--- src/rtl/BundleParam.sv ---
// Shared TileLink bundle widths for the D/E sink path.
// Beat geometry is derived from the data bus width.
package BundleParam;

   localparam int DATA_BITS   = 64;
   localparam int SOURCE_BITS = 4;
   localparam int SINK_BITS   = 3;
   localparam int SIZE_BITS   = 4;
   localparam int BEAT_BYTES  = DATA_BITS / 8;
   localparam int LG_BEAT     = $clog2(BEAT_BYTES);

   localparam logic [SIZE_BITS-1:0] LG_BEAT_S = SIZE_BITS'(LG_BEAT);

endpackage

--- src/rtl/BundleST.sv ---
// TileLink D and E channel bundle types.
// Field widths come from BundleParam.
package BundleST;

   import BundleParam::*;

   typedef struct packed {
      logic [2:0]             opcode;
      logic [1:0]             param;
      logic [SIZE_BITS-1:0]   size;
      logic [SOURCE_BITS-1:0] source;
      logic [SINK_BITS-1:0]   sink;
      logic                   denied;
      logic [DATA_BITS-1:0]   data;
      logic                   corrupt;
   } TLBundleDST;

   typedef struct packed {
      logic [SINK_BITS-1:0] sink;
   } TLBundleEST;

endpackage

--- src/rtl/TLMessages.sv ---
// TileLink D-channel opcodes and burst length helper.
// Shared by every D-channel consumer.
package TLMessages;

   import BundleParam::*;

   localparam logic [2:0] AccessAck     = 3'd0;
   localparam logic [2:0] AccessAckData = 3'd1;
   localparam logic [2:0] HintAck       = 3'd2;
   localparam logic [2:0] Grant         = 3'd4;
   localparam logic [2:0] GrantData     = 3'd5;
   localparam logic [2:0] ReleaseAck    = 3'd6;

   // Number of beats carried by a D message of this opcode/size.
   function automatic logic [15:0] tl_d_beats(
      input logic [2:0]           opcode,
      input logic [SIZE_BITS-1:0] size
   );
      logic has_data;
      has_data = (opcode == AccessAckData) || (opcode == GrantData);
      if (has_data && (size > LG_BEAT_S)) begin
         tl_d_beats = 16'd1 << (size - LG_BEAT_S);
      end else begin
         tl_d_beats = 16'd1;
      end
   endfunction

endpackage

--- src/rtl/tl_e_ack_fifo.sv ---
// Pending GrantAck FIFO: sink ids in Grant order.
// Pointers carry one extra wrap bit to tell full from empty.
module tl_e_ack_fifo
   import BundleST::*;
#(
   parameter int DEPTH = 4
) (
   input  logic       clock,
   input  logic       reset,
   input  logic       push,
   input  TLBundleEST push_data,
   input  logic       pop,
   output logic       full,
   output logic       empty,
   output TLBundleEST head
);

   localparam int AW = $clog2(DEPTH);

   logic [AW:0] wr_ptr_q, wr_ptr_d;
   logic [AW:0] rd_ptr_q, rd_ptr_d;
   logic        do_push, do_pop;
   TLBundleEST  mem_q [DEPTH];

   // Status flags, head read and pointer advance.
   always_comb begin
      empty    = (wr_ptr_q == rd_ptr_q);
      full     = (wr_ptr_q[AW] != rd_ptr_q[AW]) &&
                 (wr_ptr_q[AW-1:0] == rd_ptr_q[AW-1:0]);
      do_push  = push && !full;
      do_pop   = pop && !empty;
      head     = mem_q[rd_ptr_q[AW-1:0]];
      wr_ptr_d = wr_ptr_q;
      rd_ptr_d = rd_ptr_q;
      if (do_push) wr_ptr_d = wr_ptr_q + 1'b1;
      if (do_pop)  rd_ptr_d = rd_ptr_q + 1'b1;
   end

   // Pointer registers; reset empties the queue.
   always_ff @(posedge clock or posedge reset) begin
      if (reset) begin
         wr_ptr_q <= '0;
         rd_ptr_q <= '0;
      end else begin
         wr_ptr_q <= wr_ptr_d;
         rd_ptr_q <= rd_ptr_d;
      end
   end

   // Storage needs no reset: entries are only read once pushed.
   always_ff @(posedge clock) begin
      if (do_push) mem_q[wr_ptr_q[AW-1:0]] <= push_data;
   end

endmodule

--- src/rtl/tl_d_grant_ack_gen.sv ---
// Client D-channel sink: beat tracking plus GrantAck generation on E.
// Optional burst consistency checker enabled by TL_D_CHECK_EN.
module tl_d_grant_ack_gen
   import BundleParam::*;
   import BundleST::*;
   import TLMessages::*;
#(
   parameter int ACK_DEPTH  = 4,
   parameter int BEAT_CNT_W = 8
) (
   input  logic       clock,
   input  logic       reset,
   input  logic       d_in_valid,
   output logic       d_in_ready,
   input  TLBundleDST d_in_bits,
   output logic       d_out_valid,
   input  logic       d_out_ready,
   output TLBundleDST d_out_bits,
   output logic       d_out_first,
   output logic       d_out_last,
   output logic       e_valid,
   input  logic       e_ready,
   output TLBundleEST e_bits,
   output logic       proto_err
);

   logic [BEAT_CNT_W-1:0] beat_cnt_q, beat_cnt_d;
   logic [15:0]           beats;
   logic                  first, last, is_grant, stall, fire;
   logic                  ack_full, ack_empty, ack_push, ack_pop;
   TLBundleEST            ack_in, ack_head;

   // Beat position, backpressure and the GrantAck push decision.
   always_comb begin
      beats    = tl_d_beats(d_in_bits.opcode, d_in_bits.size);
      first    = (beat_cnt_q == '0);
      last     = (16'(beat_cnt_q) == (beats - 16'd1));
      is_grant = (d_in_bits.opcode == Grant) ||
                 (d_in_bits.opcode == GrantData);
      // Full blocks even if the head pops this cycle: keeps e_ready
      // out of the d_in_ready cone at the cost of one bubble.
      stall       = is_grant && last && ack_full;
      d_out_valid = !reset && d_in_valid && !stall;
      d_in_ready  = !reset && d_out_ready && !stall;
      fire        = d_in_valid && d_in_ready;
      beat_cnt_d  = beat_cnt_q;
      if (fire) begin
         beat_cnt_d = last ? '0 : beat_cnt_q + 1'b1;
      end
      ack_push    = fire && is_grant && last;
      ack_in.sink = d_in_bits.sink;
      ack_pop     = e_valid && e_ready;
      d_out_bits  = d_in_bits;
      d_out_first = first;
      d_out_last  = last;
      e_valid     = !ack_empty;
      e_bits      = ack_head;
   end

   // Beat counter; reset abandons any burst in flight.
   always_ff @(posedge clock or posedge reset) begin
      if (reset) beat_cnt_q <= '0;
      else       beat_cnt_q <= beat_cnt_d;
   end

   tl_e_ack_fifo #(
      .DEPTH(ACK_DEPTH)
   ) u_ack_fifo (
      .clock    (clock),
      .reset    (reset),
      .push     (ack_push),
      .push_data(ack_in),
      .pop      (ack_pop),
      .full     (ack_full),
      .empty    (ack_empty),
      .head     (ack_head)
   );

`ifdef TL_D_CHECK_EN
   logic [2:0]             cap_op_q, cap_op_d;
   logic [SIZE_BITS-1:0]   cap_size_q, cap_size_d;
   logic [SOURCE_BITS-1:0] cap_src_q, cap_src_d;
   logic                   err_q, err_d;

   // Capture header on the first beat, flag any drift on later beats.
   always_comb begin
      cap_op_d   = cap_op_q;
      cap_size_d = cap_size_q;
      cap_src_d  = cap_src_q;
      err_d      = err_q;
      if (fire) begin
         if (first) begin
            cap_op_d   = d_in_bits.opcode;
            cap_size_d = d_in_bits.size;
            cap_src_d  = d_in_bits.source;
         end else if ((d_in_bits.opcode != cap_op_q) ||
                      (d_in_bits.size != cap_size_q) ||
                      (d_in_bits.source != cap_src_q)) begin
            err_d = 1'b1;
         end
         if (int'(d_in_bits.size) > (LG_BEAT + BEAT_CNT_W)) begin
            err_d = 1'b1;
         end
      end
   end

   // Checker state; the error flag is sticky until reset.
   always_ff @(posedge clock or posedge reset) begin
      if (reset) begin
         cap_op_q   <= '0;
         cap_size_q <= '0;
         cap_src_q  <= '0;
         err_q      <= 1'b0;
      end else begin
         cap_op_q   <= cap_op_d;
         cap_size_q <= cap_size_d;
         cap_src_q  <= cap_src_d;
         err_q      <= err_d;
      end
   end

   assign proto_err = err_q;
`else
   assign proto_err = 1'b0;
`endif

endmodule

--- config.mk ---
export PLATFORM = sky130hd
export DESIGN_NAME = tl_d_grant_ack_gen
export DESIGN_NICKNAME = d
export VERILOG_FILES = /design/src/rtl/BundleParam.sv /design/src/rtl/BundleST.sv /design/src/rtl/TLMessages.sv /design/src/rtl/tl_e_ack_fifo.sv /design/src/rtl/tl_d_grant_ack_gen.sv
export SDC_FILE = /design/constraint.sdc
export NUM_CORES = 1
export LEC_CHECK = 0
export BUFFER_PORTS_ARGS = -buffer_cell sky130_fd_sc_hd__buf_4
export CAP_MARGIN = 25
export CORE_MARGIN = 1
export CORE_UTILIZATION = 40
export CTS_BUF_LIST = sky130_fd_sc_hd__clkbuf_8
export CTS_CLUSTER_SIZE = 25
export DETAILED_ROUTE_END_ITERATION = 8
export PLACE_DENSITY = 0.84
export SYNTH_ARGS = -nofsm -noshare
export SYNTH_HDL_FRONTEND = slang
export SYNTH_HIERARCHICAL = 1
export SYNTH_SLANG_ARGS = --single-unit
--- constraint.sdc ---
create_clock -name clock -period 5.6 [get_ports clock]
set_input_delay 0.28 -clock clock [delete_from_list [all_inputs] [get_ports clock]]
set_output_delay 0.28 -clock clock [all_outputs]
set_load 0.05 [all_outputs]
==> results.py <==
metrics = {
    "status": {
        "status": "complete, no violations",
    },
    "final_layout": {
        "layoutNonFillerInstCount": 310,
        "multi_input_area_um2": 1130,
        "nFillCells": 632,
        "register_area_um2": 711,
        "syn_to_final_growth_pct": -11.2,
        "antenna_cells": 0,
        "final_core_util": 0.366,
        "post_route_cells_drive_above_1_share": 0.236,
        "fin_area_um2": 2310,
        "nets": 329,
    },
    "power": {
        "p_clk_frac": 0.295,
        "p_per_area_nw_per_um2": 222,
        "intPower_mw": 0.360,
        "p_leak_nw": 0.918,
        "ir_drop_v": 0.000148,
        "sw_frac_of_total": 0.300,
        "comb_power_share": 0.255,
        "sequentialPowerShare": 0.450,
        "total_power_mw": 0.514,
        "switchingPower_mw": 0.154,
    },
    "sta": {
        "fin_crit_sh": 0.633,
        "slew_headroom": 0.438,
        "fin_ws_ps": 2050,
        "clock_skew_ps": 3.52,
        "clock.fmax_ghz": 0.282,
        "tns_ps": 0,
        "fin_crit_ps": 3550,
        "rsz0062_at_grt": "false",
        "worstMarginPinSlew_ps": 837,
        "drv_slew": 0,
        "hold_ws_ps": 223,
        "setup_viol": 0,
        "hold_viol_final": 0,
    },
    "yosys": {
        "synth_top_area_cell": "buf_4",
        "synth_top_family_by_area": "buffers and inverters",
        "ys_types": 55,
        "synth_edf_count": 12,
        "synth-compound-area-share": 0.131,
        "synth.top_cells.by_count": "buf_4 (87), nand2_1 (20), a21oi_1 (17)",
        "ys_seq_area_frac": 0.273,
        "syn_nets": 388,
        "yosys_warnings": 6,
        "synthTopCellsByArea": "buf_4 (25%), edfxtp_1 (14%), dfrtp_1 (13%)",
        "avgSynthCellArea_um2": 8.88,
        "synth_mux_area_frac": 0.0337,
        "synthAdderAreaFrac": 0.0385,
        "synth_async_sr_flop_share": 0.538,
        "synth_most_common_cell": "buf_4",
        "synthSimpleGateAreaFrac": 0.174,
        "ys_seq_elements": 26,
        "syn_inst": 293,
        "netlist_area_um2": 2600,
        "yosys.area_share.xor_xnor": 0.0558,
        "synthFlopType": "dfrtp_1",
        "yosysTopAreaCellShare": 0.251,
    },
    "clock_tree": {
        "post_cts_buffers": 0,
        "cts_tree": "built",
        "cts_resized": 0,
        "numCtsBuffers": 3,
        "postCtsHoldBufs": 1,
        "cts-root-buf": "clkbuf_8",
        "clkLatencyLatePin_ps": 260,
        "cts_buffer_depth": 2,
        "h-tree-depth": 1,
        "clock-sinks": 26,
        "clk_pin_slew_ps": 90,
    },
    "drt": {
        "routed_via_density": 5.58,
        "routed_wl_mm": 4.68,
        "ant_nets": 0,
        "drcViolationCount": 0,
        "wl_per_cell_um": 15.1,
        "vias": 1729,
        "drt_pre_antenna_iters": 6,
        "drt_iter0_markers": 185,
    },
    "die": {
        "core_um2": 6310,
        "io_pins": 178,
        "initial_core_util": 0.412,
        "std_cell_rows": 29,
        "dieHeight_um": 82.7,
        "die_area_um2": 6830,
        "die_width_um": 82.7,
    },
    "worst_setup_path": {
        "worstSetupEndpointType": "register",
        "crit_arrival_ps": 3490,
        "critPathMaxFanout": 11,
        "worstPathRequired_ps": 5540,
        "crit_type": "in2reg",
        "critPathLaunchType": "input port",
    },
    "placement": {
        "portBuffers": 32,
        "routabilityCongestion": 0.914,
        "dp.cells": 305,
        "hpwl_mm": 3.59,
        "post_dp_cell_area_um2": 2230,
        "dp_slack_ps": 1770,
    },
    "min_path": {
        "holdCritPathClass": "in2reg",
    },
    "grt": {
        "grt_max_degree": 17,
        "antenna_found_initial": 0,
        "grt_pass1_wl_mm": 7.31,
        "grt_usage": 0.138,
        "grt_pass1_vias": 1536,
        "grt.overflow.total": 0,
    },
    "run": {
        "drv_cap": 0,
    },
}
## registers in the layout (all words and copies together) (netlist names)
name and count:
beat_cnt_q 8, u_ack_fifo/wr_ptr_q 3, u_ack_fifo/mem_q 12, u_ack_fifo/rd_ptr_q 3
## path summary, 6_finish.rpt
| check | startpoint | endpoint | slack [ps] | cells past startpoint |
|---|---|---|---|---|
| worst max-delay path | d_in_bits[80] | u_ack_fifo/mem_q[3][1] | 2050 | 12 |
| worst min-delay path | d_in_bits[66] | u_ack_fifo/mem_q[3][0] | 220 | 1 |
| worst max register to register | beat_cnt_q[5] | u_ack_fifo/mem_q[3][1] | 2200 | 8 |
| worst min register to register | u_ack_fifo/wr_ptr_q[2] | u_ack_fifo/wr_ptr_q[2] | 600 | 1 |
| max in group asynchronous | reset | beat_cnt_q[7] | 4740 | 3 |
| min in group asynchronous | reset | u_ack_fifo/wr_ptr_q[1] | 490 | 3 |
## cell type report
| cell class | instances | area share |
|---|---|---|
| clock inverter | 1 | 0.0130 |
| inverter | 14 | 0.0227 |
| timing repair buffer | 33 | 0.108 |
| tap | 77 | 0.0417 |
| multi-input combinational | 156 | 0.489 |
| sequential | 26 | 0.308 |
| clock buffer | 3 | 0.0179 |
## power groups by stage
| stage | Combinational (mW) | Clock, mW | Sequential [mW] |
|---|---|---|---|
| after floorplan | 0.250 | 0 | 0.224 |
| after global placement | 0.125 | 0 | 0.235 |
| after detailed placement | 0.130 | 0 | 0.235 |
| after CTS | 0.132 | 0.155 | 0.231 |
| after global routing | 0.148 | 0.164 | 0.235 |
| final | 0.131 | 0.152 | 0.231 |
## routing by layer
metal / global-route usage / share of wire / vias to the layer above
li1: - / - / 810
met1: 0.167 / 0.39 / 803
met2: 0.230 / 0.47 / 86
met3: 0.0231 / 0.095 / 30
met4: 0.0810 / 0.040 / 0
met5: 0 / 0 / -
## critical path, cell delays in order
cell and delay (ps):
buf_4 130, and4bb_4 370, nand2_1 60, ha_1 290
xnor2_1 130, a21oi_1 110, o311ai_0 160, or3_1 430
nor3_2 500, nor4b_2 570, nand2_1 140, a31oi_2 310
## cell families (layout without fill, tap and decap cells)
kind of cell    count (synthesis)  count (layout)
xor+xnor                       14              14
flops                          26              26
compound gates                 47              47
simple gates                   81              81
fa+ha+maj                       8               8
buf+inv                       111              51
other cells                     1               1
mux                             5               5
## cells in the final DEF (no fill, tap or decap), types with 2 or more instances in the layout
cell type | netlist | layout
buf_4 | 87 | 32
nand2_1 | 20 | 20
a21oi_1 | 17 | 17
inv_1 | 14 | 14
dfrtp_1 | 14 | 14
nand3_1 | 13 | 13
edfxtp_1 | 12 | 12
nor2_1 | 10 | 10
nor3_1 | 9 | 9
ha_1 | 8 | 8
nand2b_1 | 7 | 7
xnor2_1 | 7 | 7
o221ai_1 | 6 | 6
xor2_1 | 4 | 4
o21ai_0 | 4 | 4
o311ai_1 | 3 | 3
clkbuf_8 | 0 | 3
o31ai_1 | 3 | 3
and3_1 | 3 | 3
mux4_2 | 3 | 3
or2_2 | 2 | 2
nor4_1 | 2 | 2
mux2i_1 | 2 | 2
xor2_2 | 2 | 2
o31ai_2 | 2 | 2
a211oi_2 | 2 | 2
(Power assumes the default switching activity.)
